==> src/rtl/fetch_queue_unit.sv <==
// RV32I fetch stage: owns the PC, drives a 1-cycle-latency instruction memory and
// buffers (pc, instr) pairs for decode. Optional macro FETCH_MISALIGN_CHK_EN flags misaligned PCs.
module fetch_queue_unit #(
  parameter logic [31:0] RESET_PC = 32'h0000_0000,
  parameter int          DEPTH    = 2,
  parameter logic [31:0] NOP_WORD = 32'h0000_0013
) (
  input  logic        clk,
  input  logic        rst_n,
  input  logic        fetch_en,
  input  logic        redirect_valid,
  input  logic [31:0] redirect_pc,
  output logic        imem_en,
  output logic [31:0] imem_addr,
  input  logic [31:0] imem_instr,
  output logic        out_valid,
  input  logic        out_ready,
  output logic [31:0] out_pc,
  output logic [31:0] out_instr,
  output logic        out_misalign
);

  localparam int AW = $clog2(DEPTH);
  localparam logic [AW+1:0] DepthCredit = (AW+2)'(DEPTH);
  localparam logic [AW:0]   DepthCount  = (AW+1)'(DEPTH);

`ifdef FETCH_MISALIGN_CHK_EN
  localparam logic [31:0] StartPc = RESET_PC;
`else
  localparam logic [31:0] StartPc = RESET_PC & ~32'h3;
`endif

  logic [31:0]   redirTarget;
  logic [31:0]   fetchPc_q;
  logic [31:0]   fetchPc_d;
  logic          inflight_q;
  logic          inflight_d;
  logic [31:0]   inflightPc_q;
  logic [31:0]   inflightPc_d;
  logic [AW:0]   count_q;
  logic [AW:0]   count_d;
  logic [AW-1:0] rdPtr_q;
  logic [AW-1:0] rdPtr_d;
  logic [AW-1:0] wrPtr_q;
  logic [AW-1:0] wrPtr_d;
  logic [31:0]   pcMem_q    [DEPTH];
  logic [31:0]   instrMem_q [DEPTH];
  logic [AW+1:0] creditUsed;
  logic          issue;
  logic          push;
  logic          pop;
  logic          headValid;

`ifdef FETCH_MISALIGN_CHK_EN
  logic          misMem_q [DEPTH];
  assign redirTarget = redirect_pc;
`else
  assign redirTarget = redirect_pc & ~32'h3;
`endif

  assign headValid = (count_q != '0);
  assign out_valid = headValid && !redirect_valid;
  assign pop       = out_valid && out_ready;
  assign push      = inflight_q && !redirect_valid;

  // Credits count queued entries plus the response still in the memory pipe, so a
  // new issue is only made when its response is guaranteed a free slot.
  assign creditUsed = {1'b0, count_q} + (AW+2)'(inflight_q) - (AW+2)'(pop);
  assign issue      = rst_n && (redirect_valid || (fetch_en && (creditUsed < DepthCredit)));

  assign imem_en   = issue;
  assign imem_addr = redirect_valid ? redirTarget : fetchPc_q;

  assign out_pc    = out_valid ? pcMem_q[rdPtr_q]    : 32'h0;
  assign out_instr = out_valid ? instrMem_q[rdPtr_q] : NOP_WORD;
`ifdef FETCH_MISALIGN_CHK_EN
  assign out_misalign = out_valid && misMem_q[rdPtr_q];
`else
  assign out_misalign = 1'b0;
`endif

  always_comb begin
    fetchPc_d    = fetchPc_q;
    inflight_d   = issue;
    inflightPc_d = inflightPc_q;
    count_d      = count_q + (AW+1)'(push) - (AW+1)'(pop);
    rdPtr_d      = rdPtr_q + (pop  ? AW'(1) : AW'(0));
    wrPtr_d      = wrPtr_q + (push ? AW'(1) : AW'(0));
    if (issue) begin
      fetchPc_d    = imem_addr + 32'd4;
      inflightPc_d = imem_addr;
    end
    // A redirect flushes the queue and drops whatever response is still arriving.
    if (redirect_valid) begin
      count_d = '0;
      rdPtr_d = '0;
      wrPtr_d = '0;
    end
  end

  always_ff @(posedge clk or negedge rst_n) begin
    if (!rst_n) begin
      fetchPc_q    <= StartPc;
      inflight_q   <= 1'b0;
      inflightPc_q <= 32'h0;
      count_q      <= '0;
      rdPtr_q      <= '0;
      wrPtr_q      <= '0;
    end else begin
      fetchPc_q    <= fetchPc_d;
      inflight_q   <= inflight_d;
      inflightPc_q <= inflightPc_d;
      count_q      <= count_d;
      rdPtr_q      <= rdPtr_d;
      wrPtr_q      <= wrPtr_d;
    end
  end

  always_ff @(posedge clk) begin
    if (push) begin
      pcMem_q[wrPtr_q]    <= inflightPc_q;
      instrMem_q[wrPtr_q] <= imem_instr;
`ifdef FETCH_MISALIGN_CHK_EN
      misMem_q[wrPtr_q]   <= (inflightPc_q[1:0] != 2'b00);
`endif
    end
  end

  overflowChk: assert property (@(posedge clk) disable iff (!rst_n)
                                !(push && !pop && (count_q == DepthCount)));

endmodule

==> config.mk <==
export PLATFORM = sky130hd
export DESIGN_NAME = fetch_queue_unit
export DESIGN_NICKNAME = d
export VERILOG_FILES = /design/src/rtl/fetch_queue_unit.sv
export SDC_FILE = /design/constraint.sdc
export NUM_CORES = 1
export LEC_CHECK = 0
export ABC_AREA = 1
export CORE_UTILIZATION = 50
export CTS_CLUSTER_DIAMETER = 100
export DETAILED_ROUTE_END_ITERATION = 6
export PLACE_DENSITY_LB_ADDON = 0.08
export SETUP_SLACK_MARGIN = 0.05
export SLEW_MARGIN = 20
export SYNTH_ARGS = -nofsm -noshare
export SYNTH_HDL_FRONTEND = slang
export SYNTH_SLANG_ARGS = --single-unit
==> constraint.sdc <==
create_clock -name clk -period 5.94 [get_ports clk]
set_input_delay 0.891 -clock clk [delete_from_list [all_inputs] [get_ports clk]]
set_output_delay 0.891 -clock clk [all_outputs]
set_load 0.005 [all_outputs]
; ---- Word level (Yosys, flattened, before mapping)
; Memory sizes are Yosys's and may differ from the RTL's.
; Cells that the tools add are included.
[word_totals]
input_bits = 69
ff_bits = 69
ram_bits = 128
memories = 2
[op_classes]
n_reduce_logical = 8
muxes = 9
order_cmp = 1
n_addsub = 7
[mem_list]
columns = name, words, word_bits, rd, rd_ports_with_merged_regs, write_ports, line_no
row1 = instrMem_q, 2, 32, 1, 0, 1, 47  ; logic [31:0] instrMem_q [DEPTH];
row2 = pcMem_q, 2, 32, 1, 0, 1, 46  ; logic [31:0] pcMem_q [DEPTH];
[ops]
columns = operator, n
row1 = $mux W32, 3
row2 = $add A32 B3 Y32 const B, 1
row3 = $logic_and A1 B1 Y1, 5
row4 = $mux W1, 5
row5 = $add A2 B1 Y3, 1
row6 = $lt A3 B2 Y1 const B, 1
row7 = $sub A3 B1 Y3, 1
row8 = $add A1 B1 Y1, 2
row9 = $add A2 B1 Y2, 1
row10 = $mux W2, 1
row11 = $reduce_bool A2 Y1, 1
row12 = $sub A2 B1 Y2, 1
row13 = $logic_not A1 Y1, 1
row14 = $logic_or A1 B1 Y1, 1

; ---- Logic depth before layout (Yosys ltp)
[logic_depth]
depth_word = 8
mapped_depth = 19

; ---- Worst setup path before layout
; Ideal clock, no wire load.
[synth_path]
kind = in2out
startpoint = in redirect_valid
endpoint = out imem_en
stages = 15
arrival_time_ns = 3.092
setup_slack_ns = 1.957
path_cell_list = buf_4 buf_6 a21oi_1 buf_2 nand2_1 inv_1 ha_1 inv_1 nand2_1 fa_1 nand2_1 nor2_1 nand3_1 nand2_1 clkbuf_1
[synth_between]
elab_chain_cells = 8
[synth_lines]
columns = element, line_no
row1 = start: declaration, 11  ; input logic redirect_valid,
row2 = $logic_not A1 Y1, 62  ; assign out_valid = headValid && !redirect_valid;
row3 = $logic_and A1 B1 Y1, 62
row4 = $logic_and A1 B1 Y1, 63  ; assign pop = out_valid && out_ready;
row5 = $sub A3 B1 Y3, 68  ; assign creditUsed = {1'b0, count_q} + (AW+2)'(inflight_q) - (AW+2)'(pop);
row6 = $lt A3 B2 Y1, 69  ; assign issue = rst_n && (redirect_valid || (fetch_en && (creditUsed < DepthCredit)));
row7 = $logic_and A1 B1 Y1, 69
row8 = $logic_or A1 B1 Y1 (*), 69
row9 = $logic_and A1 B1 Y1 (*), 69
row10 = end: declaration, 13  ; output logic imem_en,
; Mark *: on every way between the ends. The rest lies on a longest branch, timed or not.

; ---- Final worst setup path
; Ends and elaborated chain as after synthesis.

==> run_summary.xml <==
<?xml version="1.0" encoding="UTF-8"?>
<metrics>
  <group name="outcome">
    <metric name="outcome" unit="">finished, final reports clean</metric>
  </group>
  <group name="timing">
    <metric name="timing.slew.headroom" unit="">0.3812</metric>
    <metric name="finClkSkew" unit="ns">0.01148</metric>
    <metric name="fmax" unit="MHz">226.2</metric>
    <metric name="finalMaxSlewViolations" unit="">0</metric>
    <metric name="final.setup.tns" unit="ns">0</metric>
    <metric name="setup_violations" unit="">0</metric>
    <metric name="min_period_over_period" unit="">0.7441</metric>
    <metric name="tightest_slew" unit="ns">0.9282</metric>
    <metric name="hold_viol" unit="">0</metric>
    <metric name="post-route-min-period" unit="ns">4.420</metric>
    <metric name="grt_setup_unrepaired" unit="">no</metric>
  </group>
  <group name="clock_network">
    <metric name="clk-insertion-delay-late" unit="ns">0.43</metric>
    <metric name="cts-resized-gates" unit="">0</metric>
    <metric name="clock_tree.root_cell" unit="">sky130_fd_sc_hd__clkbuf_16</metric>
    <metric name="cts_max_path_buffers" unit="">2</metric>
    <metric name="post-cts-setup-buffer-count" unit="">0</metric>
    <metric name="clkTransAtPathRegs" unit="ns">0.06</metric>
    <metric name="cts_tree" unit="">built</metric>
    <metric name="cts_num_sinks" unit="">195</metric>
    <metric name="tritoncts.num_buffers" unit="">17</metric>
    <metric name="cts_hold_buffers" unit="">0</metric>
    <metric name="htreeDepth" unit="">4</metric>
  </group>
  <group name="logic_synthesis">
    <metric name="synth-edff-count" unit="">128</metric>
    <metric name="synth.avg_cell_area" unit="um^2">8.823</metric>
    <metric name="synth.yosys.warnings" unit="">0</metric>
    <metric name="synth-seq-area-share" unit="">0.6110</metric>
    <metric name="synthesis.nets" unit="">1100</metric>
    <metric name="ys_async_sr_fraction" unit="">0.3436</metric>
    <metric name="syn-instance-count" unit="">1024</metric>
    <metric name="ys_ff_latch" unit="">195</metric>
    <metric name="number_of_distinct_library_cells_after_synthesis" unit="">34</metric>
    <metric name="synthesis.area" unit="um^2">9035</metric>
    <metric name="synth_top_flop_cell" unit="">sky130_fd_sc_hd__edfxtp_1</metric>
  </group>
  <group name="routing">
    <metric name="drc" unit="">0</metric>
    <metric name="drc_violation_total_after_the_first_tritonroute_iteration" unit="">361</metric>
    <metric name="mean_routed_wirelength_per_cell" unit="um">13.40</metric>
    <metric name="detail_route.first_pass.iterations" unit="">5</metric>
    <metric name="wl" unit="mm">18.99</metric>
    <metric name="antenna_left" unit="">0</metric>
    <metric name="avgViaCountPerCell" unit="">4.764</metric>
    <metric name="vias" unit="">6751</metric>
  </group>
  <group name="die">
    <metric name="die_height" unit="um">136.4</metric>
    <metric name="i_o_pin_cnt" unit="">168</metric>
    <metric name="die_area" unit="um^2">18610</metric>
    <metric name="start_util" unit="">0.5170</metric>
    <metric name="core_region_area" unit="um^2">17480</metric>
    <metric name="die_w" unit="um">136.4</metric>
    <metric name="num_rows" unit="">48</metric>
  </group>
  <group name="place">
    <metric name="port_buffers" unit="">164</metric>
    <metric name="hpwlAfterDp" unit="mm">12.80</metric>
    <metric name="gp_congestion" unit="">0.8235</metric>
    <metric name="dp.cells" unit="">1385</metric>
  </group>
  <group name="global_routing">
    <metric name="first_global_vias" unit="">6271</metric>
    <metric name="grt_remaining_overflow" unit="">0</metric>
    <metric name="grt_antenna_before_repair" unit="">0</metric>
    <metric name="global_route_wire_length_before_repair" unit="mm">30.79</metric>
    <metric name="track_usage" unit="">0.2173</metric>
    <metric name="grt_max_degree" unit="">67</metric>
  </group>
  <group name="setup_path">
    <metric name="worst-endpoint-required" unit="ns">5.05</metric>
    <metric name="critical_path_class" unit="">primary input to primary output</metric>
    <metric name="start_kind" unit="">primary input</metric>
    <metric name="category_of_the_worst_setup_path_capture_point" unit="">primary output</metric>
    <metric name="timing.critical_path.slowest_stage_cell" unit="">sky130_fd_sc_hd__clkdlybuf4s50_1</metric>
    <metric name="crit_chain" unit="">clkdlybuf4s50_1 -&gt; a21oi_4 -&gt; nand2_1 -&gt; inv_1 -&gt; ha_1 -&gt; inv_1 -&gt; nand2_1 -&gt; fa_1 -&gt; nand2_1 -&gt; nor2_1 -&gt; nand3_1 -&gt; nand2_1 -&gt; clkdlybuf4s50_1</metric>
    <metric name="worstPathMaxFanout" unit="">3</metric>
    <metric name="cp_slowest_stage_delay" unit="ns">0.56</metric>
    <metric name="cpMostUsedCell" unit="">sky130_fd_sc_hd__nand2_1</metric>
    <metric name="crit_arrival" unit="ns">3.53</metric>
  </group>
  <group name="finish">
    <metric name="area_delta_synth_final" unit="%">26.71</metric>
    <metric name="fin_nets" unit="">1255</metric>
    <metric name="layout_commonest_cell" unit="">sky130_fd_sc_hd__nand2_1</metric>
    <metric name="antennaDiodeCount" unit="">0</metric>
    <metric name="highest_count_cells_in_the_layout_ignoring_fill_and_taps" unit="">487 x sky130_fd_sc_hd__nand2_1, 163 x sky130_fd_sc_hd__clkdlybuf4s50_1, 128 x sky130_fd_sc_hd__edfxtp_1</metric>
    <metric name="final_layout_size_suffix_gt1_frac" unit="">0.07634</metric>
    <metric name="fin_cells" unit="">1417</metric>
  </group>
  <group name="hold_path">
    <metric name="worst_hold_path_type" unit="">primary input to async pin</metric>
  </group>
  <group name="power">
    <metric name="intPower" unit="uW">2881</metric>
    <metric name="seq_power_share" unit="">0.462</metric>
    <metric name="power_density" unit="nW/um^2">359.2</metric>
    <metric name="power.static_leakage" unit="uW">0.005267</metric>
    <metric name="vdd.ir_drop.worst" unit="mV">0.2268</metric>
    <metric name="switching_fraction_of_total_power" unit="">0.2994</metric>
    <metric name="combPwrFrac" unit="">0.260</metric>
    <metric name="power.switching" unit="uW">1231</metric>
    <metric name="clockPowerShare" unit="">0.278</metric>
  </group>
  <group name="job">
    <metric name="max_cap_violations" unit="">0</metric>
  </group>
</metrics>
## final timing paths
check,startpoint,end,slack (ns),cells past startpoint
worst max-delay path,redirect_valid,imem_en,1.52,13
worst min-delay path,rst_n,rdPtr_q$_DFF_PN0_,0.32,1
worst max register to register,count_q[1]$_DFF_PN0_,fetchPc_q[10]$_DFFE_PN0P_,2.30,17
worst min register to register,fetchPc_q[0]$_DFFE_PN0P_,pcMem_q[0][0]$_DFFE_PP_,0.47,0
max in group asynchronous,rst_n,count_q[1]$_DFF_PN0_,4.56,2
min in group clk,fetchPc_q[0]$_DFFE_PN0P_,pcMem_q[0][0]$_DFFE_PP_,0.47,0
## through the flow
stage / util / worst slack, ns / area (um^2) / total power (uW) / hold WS, ns
finish: 0.6551 / 1.520 / 11450 / 4112 / 0.3154
global route: 0.6551 / 1.342 / 11450 / 4356 / 0.3013
CTS: 0.6551 / 1.522 / 11450 / 4151 / 0.2996
detailed placement: 0.6212 / 1.382 / 10860 / 3003 / 0.4548
global placement: 0.6212 / 1.413 / 10860 / 2969 / 0.4483
floorplan: - / 1.957 / 9035 / 2534 / 0.4421
## cells in the mapped netlist, types with 3 or more instances
master	n	area, um^2
sky130_fd_sc_hd__clkbuf_1	20	75.07
sky130_fd_sc_hd__nand3_1	45	225.2
sky130_fd_sc_hd__nor2_4	3	33.78
sky130_fd_sc_hd__nor2_1	67	251.5
sky130_fd_sc_hd__nor2_2	12	75.07
sky130_fd_sc_hd__nand2_4	3	33.78
sky130_fd_sc_hd__a21oi_1	5	25.02
sky130_fd_sc_hd__a31oi_1	4	25.02
sky130_fd_sc_hd__inv_1	101	379.1
sky130_fd_sc_hd__ha_1	6	75.07
sky130_fd_sc_hd__dfrtp_1	67	1677
sky130_fd_sc_hd__buf_4	4	30.03
sky130_fd_sc_hd__inv_2	3	11.26
sky130_fd_sc_hd__edfxtp_1	128	3844
sky130_fd_sc_hd__nand2_2	23	143.9
sky130_fd_sc_hd__o21ai_0	11	55.05
sky130_fd_sc_hd__buf_2	10	50.05
sky130_fd_sc_hd__nand2_1	487	1828
sky130_fd_sc_hd__buf_1	3	11.26
## state kept, by name, indices dropped and copies added (netlist names)
| name | count |
|---|---|
| inflightPc_q | 30 |
| instrMem_q | 64 |
| count_q | 2 |
| wrPtr_q | 1 |
| pcMem_q | 64 |
| inflight_q | 1 |
| fetchPc_q | 32 |
| rdPtr_q | 1 |
## routing by layer
metal  GRT usage  share of wire
met2      0.3686           0.49
met3     0.03207          0.048
met1      0.2821           0.45
met5           0              0
met4     0.08086          0.020
## critical path: cells and delay by family
family	cells	cell delay (ns)
adders and majority gates	2	0.70
buffers and inverters	4	1.24
and+or+nand+nor	6	0.52
AOI/OAI and AO/OA	1	0.17
## final cells by class
class / instances / area [um^2]
sequential: 195 / 5522
clock inverter: 12 / 155.1
tap: 225 / 281.5
inverter: 104 / 390.4
fill: 1436 / 6028
clock buffer: 20 / 436.7
multi-input combinational: 685 / 2937
timing repair buffer: 176 / 1727
## power groups by stage
stage               Combinational (uW)  Clock, uW  Sequential, uW
floorplan                          647          0            1890
global placement                  1060          0            1910
detailed placement                1080          0            1920
CTS                               1090       1170            1900
global route                      1220       1210            1930
finish                            1070       1140            1900
## cell families after synthesis
| logic type | synth area share |
|---|---|
| and+or+nand+nor | 0.2912 |
| other | 0.0004151 |
| AOI/OAI and AO/OA | 0.01814 |
| buffers and inverters | 0.06578 |
| DFF | 0.6110 |
| xor gates and xnor gates | 0.002909 |
| adders and majority gates | 0.01052 |
Power figures use the tool's default switching activity.
